`src/rtl/sprite_select.sv`:
```
// Per-scanline sprite selector: scans OAM word pairs into N_SLOTS line slots,
// then answers renderer queries by screen x in OAM order, consuming each hit.
module sprite_select #(
    parameter int N_SLOTS = 10,
    parameter int N_OAM   = 40,
    parameter int OAM_AW  = 7
) (
    input  logic                           clk,
    input  logic                           rst,
    input  logic                           start,
    input  logic [7:0]                     ly,
    input  logic                           tall,
    output logic [OAM_AW-1:0]              oam_addr,
    input  logic [15:0]                    oam_d,
    output logic                           scan_done,
    output logic [$clog2(N_SLOTS+1)-1:0]   count,
    output logic                           overflow,
    input  logic                           q_valid,
    input  logic [7:0]                     q_x,
    output logic                           hit,
    output logic [7:0]                     hit_tile,
    output logic [2:0]                     hit_row,
    output logic [3:0]                     hit_attrs,
    output logic [2:0]                     hit_skip
);
    localparam int CW = $clog2(N_SLOTS + 1);
    localparam logic [OAM_AW-1:0] LAST_ADDR = OAM_AW'(2 * N_OAM - 1);

    typedef enum logic [1:0] {IDLE, SCAN, READY} state_t;
    state_t state;

    logic [15:0]        word_buf;
    logic [N_SLOTS-1:0] filled;
    logic [N_SLOTS-1:0] consumed;
    logic [8:0]         slot_kx    [N_SLOTS];
    logic [7:0]         slot_tile  [N_SLOTS];
    logic [2:0]         slot_row   [N_SLOTS];
    logic [3:0]         slot_attrs [N_SLOTS];

    // Entry evaluation: word_buf holds {y,x}, oam_d holds {tile,attrs}
    logic [7:0] e_y, e_x, e_tile, e_attrs, dy, tile_adj;
    logic [3:0] row4;
    logic [8:0] e_kx;
    logic       vis;

    always_comb begin
        e_y     = word_buf[15:8];
        e_x     = word_buf[7:0];
        e_tile  = oam_d[15:8];
        e_attrs = oam_d[7:0];
        dy      = ly - e_y + 8'd16;
        vis     = (tall ? (dy < 8'd16) : (dy < 8'd8)) && (e_x != 8'd0) && (e_x < 8'd168);
        if (e_attrs[6])
            row4 = (tall ? 4'd15 : 4'd7) - dy[3:0];
        else
            row4 = dy[3:0];
        tile_adj = tall ? {e_tile[7:1], row4[3]} : e_tile;
        e_kx     = {1'b0, e_x} - 9'd8;
    end

    // Query: lowest-index unconsumed slot whose key matches wins
    logic [N_SLOTS-1:0] match;
    logic [N_SLOTS-1:0] sel;
    logic               found;

    always_comb begin
        for (int unsigned i = 0; i < N_SLOTS; i++)
            match[i] = filled[i] && !consumed[i] &&
                       ((slot_kx[i] == {1'b0, q_x}) || ((q_x == 8'd0) && slot_kx[i][8]));
    end

    always_comb begin
        sel       = '0;
        found     = 1'b0;
        hit_tile  = '0;
        hit_row   = '0;
        hit_attrs = '0;
        hit_skip  = '0;
        for (int unsigned i = 0; i < N_SLOTS; i++) begin
            if (match[i] && !found) begin
                found     = 1'b1;
                sel[i]    = 1'b1;
                hit_tile  = slot_tile[i];
                hit_row   = slot_row[i];
                hit_attrs = slot_attrs[i];
                hit_skip  = slot_kx[i][8] ? 3'(9'd0 - slot_kx[i]) : 3'd0;
            end
        end
        hit = found && q_valid && (state == READY);
    end

    always_ff @(posedge clk) begin
        if (!rst) begin
            state     <= IDLE;
            oam_addr  <= '0;
            count     <= '0;
            overflow  <= 1'b0;
            scan_done <= 1'b0;
            filled    <= '0;
            consumed  <= '0;
            word_buf  <= '0;
        end else begin
            case (state)
                IDLE: begin
                    if (start) begin
                        state    <= SCAN;
                        oam_addr <= '0;
                        count    <= '0;
                        overflow <= 1'b0;
                        filled   <= '0;
                        consumed <= '0;
                    end
                end
                SCAN: begin
                    oam_addr <= oam_addr + 1'b1;
                    if (!oam_addr[0]) begin
                        word_buf <= oam_d;
                    end else if (vis) begin
                        // Slots fill strictly in order, so count is the lowest empty index
                        if (count < CW'(N_SLOTS)) begin
                            for (int unsigned i = 0; i < N_SLOTS; i++) begin
                                if (count == CW'(i)) begin
                                    filled[i]     <= 1'b1;
                                    slot_kx[i]    <= e_kx;
                                    slot_tile[i]  <= tile_adj;
                                    slot_row[i]   <= row4[2:0];
                                    slot_attrs[i] <= e_attrs[7:4];
                                end
                            end
                            count <= count + 1'b1;
                        end else begin
                            overflow <= 1'b1;
                        end
                    end
                    if (oam_addr == LAST_ADDR) begin
                        state     <= READY;
                        scan_done <= 1'b1;
                        oam_addr  <= '0;
                    end
                end
                READY: begin
                    if (start) begin
                        state     <= SCAN;
                        scan_done <= 1'b0;
                        oam_addr  <= '0;
                        count     <= '0;
                        overflow  <= 1'b0;
                        filled    <= '0;
                        consumed  <= '0;
                    end else if (hit) begin
                        consumed <= consumed | sel;
                    end
                end
                default: state <= IDLE;
            endcase
        end
    end
endmodule

```
`config.mk`:
```
export PLATFORM = sky130hd
export DESIGN_NAME = sprite_select
export DESIGN_NICKNAME = d
export VERILOG_FILES = /design/src/rtl/sprite_select.sv
export SDC_FILE = /design/constraint.sdc
export NUM_CORES = 1
export LEC_CHECK = 0
export ABC_CLOCK_PERIOD_IN_PS = 5640
export CAP_MARGIN = 25
export CELL_PAD_IN_SITES_DETAIL_PLACEMENT = 0
export CELL_PAD_IN_SITES_GLOBAL_PLACEMENT = 1
export CORE_ASPECT_RATIO = 1.5
export CORE_MARGIN = 2
export CORE_UTILIZATION = 50
export CTS_BUF_LIST = sky130_fd_sc_hd__clkbuf_8 sky130_fd_sc_hd__clkbuf_16
export CTS_CLUSTER_DIAMETER = 60
export DETAILED_ROUTE_END_ITERATION = 8
export GPL_ROUTABILITY_DRIVEN = 0
export HOLD_SLACK_MARGIN = 0.08
export PLACE_DENSITY = 0.85
export SLEW_MARGIN = 5
export SYNTH_ARGS = -nofsm -noshare
export SYNTH_HDL_FRONTEND = slang
export SYNTH_SLANG_ARGS = --single-unit
```
`constraint.sdc`:
```
create_clock -name clk -period 5.64 [get_ports clk]
set_input_delay 0.846 -clock clk [delete_from_list [all_inputs] [get_ports clk]]
set_output_delay 0.846 -clock clk [all_outputs]
set_load 0.1 [all_outputs]
```
==> metrics.txt <==
CTS tree=built; Layout area overhead=18.5%; worst slew pin tran=1100 ps; Die Span Y=202 µm; Num CTS Buffers=26; PwrDens=298 nW/µm²; Total GRT Usage=25.6%; Tmin final=5480 ps; Yosys warnings=0; largest net degree at the start of global routing=30; R2R depth=13; Tot Pwr=4.61 mW; Max-Cap Viols=0; synth unique cells=90; Port Buffers=68; Req. time, crit path=4790 ps; post_cts resized=0; Cells on Worst Hold Path=2; Max Freq=183 MHz; Synth Register Bits=291; drt total wl=34600 µm; crit-path max FO=11; synthesized area=13100 µm²; Worst Skew=8.73 ps; Post-synth EDFFs=240; critical path launch point type=input port; Sink Count=291; Setup Fix Bufs, Post-CTS=0; Final ANT Viol Nets=0; CP Class=in -> out; Synth async-reset ratio=0%; period utilization=97.1%; post-synth top area cell=edfxtp_1; Residual DRC=0; core area=25800 µm²; Final Hold Fails=0; filler cell count in the final layout=2042; first-pass GRT wire length=52000 µm; worst skew pair latency=550 ps; DRT Pass-1 Iters=7; Syn Inst Count=987; RSZ-0062 raised after global routing=false; Core Rows=72; Die ar.=27500 µm²; sum of negative setup slack=0 ps; Hold Crit Class=reg -> reg; HPWL Detailed=23600 µm; vias in the first global route=8777; most used flip-flop cell after synthesis=edfxtp_1; CTS root buf=clkbuf_16; gr ovfl total=0; Iter 0 DRT Violations=877; Area contributors post-synth=edfxtp_1 55%, dfxtp_1 7.8%, xnor2_1 3.5%; CTS Hold Buffers Added=0; ant diodes=0; Avg WL per Cell=24.0 µm; CTS max path bufs=3; status=complete, no violations; Via density=6.05; share of the synthesized area in the top cell type=55.2%; post-synthesis sequential area ratio=63.0%; Final setup viols=0; Synth Area per Inst=13.2 µm²; Crit path arrival time=4630 ps; IO Pins=69; initial antenna violation count=0; initial core utilization=50.7%; Leakage=5.30 nW; CTS H-Tree Depth=1; Syn Nets=1054; CP Capture Type=primary output; final max-slew violation count=0; Layout Nets=1158; Die Span X=136 µm; Slew headroom=26.3%; via count=8732; clk slew on worst S/H paths=60 ps; worst vdd ir=0.252 mV; layout cells sized above 1=13.1%
[cell type report]
cell class | count | area (µm²) | share of cell area [%]
inverters | 43 | 161 | 1.04
flip-flops and latches | 291 | 8230 | 53.2
well taps | 333 | 417 | 2.69
multi-input cells | 613 | 4430 | 28.6
repair buffers | 116 | 1330 | 8.60
clock inverters | 19 | 183 | 1.18
clock buffers | 29 | 726 | 4.69
[state kept, by name, indices dropped and copies added, names as in the netlist]
| register | count |
|---|---|
| oam_addr | 7 |
| filled | 10 |
| word_buf | 16 |
| slot_kx | 90 |
| slot_tile | 80 |
| scan_done | 1 |
| slot_row | 30 |
| state | 2 |
| overflow | 1 |
| slot_attrs | 40 |
| consumed | 10 |
| count | 4 |
[cell families (layout without fill, tap and decap cells)]
logic type	Yosys count	in the layout	synth area share, %
compound gates	202	202	11.7
xor+xnor	104	104	6.97
fa+ha+maj	30	30	2.93
buf+inv	83	207	3.18
flops	291	291	63.0
mux	2	2	0.163
simple gates	275	275	12.0
[Yosys cell counts (18+ instances only)]
cell,n
a21boi_0,18
a21oi_1,36
a22oi_1,24
and3_1,18
dfxtp_1,51
edfxtp_1,240
ha_1,29
inv_1,43
nand2_1,65
nand3_1,24
nand4_1,24
nor2_1,35
nor3_1,27
o21ai_0,19
xnor2_1,52
xor2_1,52
[per-stage QoR]
step	util [%]	setup slack (ps)	hold WS (ps)	instance area, µm²	std cells
floorplan	-	6.52	428	13100	987
global placement	56.5	284	439	14600	1395
detailed placement	56.6	196	451	14600	1396
CTS	60.1	216	468	15500	1444
global route	60.1	33.9	494	15500	1444
finish	60.1	162	472	15500	1444
[per-layer routing]
layer / share of wire [%] / up-vias / global-route usage (%)
met5: 0 / - / 0
met4: 4.8 / 0 / 12.2
met3: 6.8 / 100 / 3.51
met2: 50 / 402 / 43.9
met1: 38 / 4275 / 31.8
li1: - / 3955 / -
[path summary, 6_finish.rpt]
| path | startpoint | to | slack (ps) |
|---|---|---|---|
| worst max-delay path | q_x[4] | hit_tile[3] | 160 |
| worst min-delay path | consumed[9]$_SDFFE_PN0P_ | consumed[9]$_SDFFE_PN0P_ | 470 |
| worst max register to register | word_buf[9]$_SDFFE_PN0P_ | slot_tile[3][0]$_DFFE_PP_ | 1850 |
| worst min register to register | consumed[9]$_SDFFE_PN0P_ | consumed[9]$_SDFFE_PN0P_ | 470 |
[worst max-delay path, stage by stage]
cell and delay, ps:
clkdlybuf4s50_1 690, xor2_1 290, nor4_1 570, a31oi_1 340
a21oi_2 680, a22oi_1 150, o221ai_1 320, a2111oi_2 80
o31ai_1 410, buf_12 230
[placed cells by master, fill, tap and decap left out, drive strengths merged, types with 38 or more instances in the layout]
master	n
xor2	52
dfxtp	51
buf	67
xnor2	52
a21oi	38
clkdlybuf4s50	49
nor2	38
nand2	65
inv	46
edfxtp	240
[power breakdown]
part	total (mW)	switching [mW]	internal, mW
registers	2.39	0.0195	2.37
clock network	1.87	0.798	1.07
logic	0.349	0.228	0.121
(Power assumes the default switching activity.)
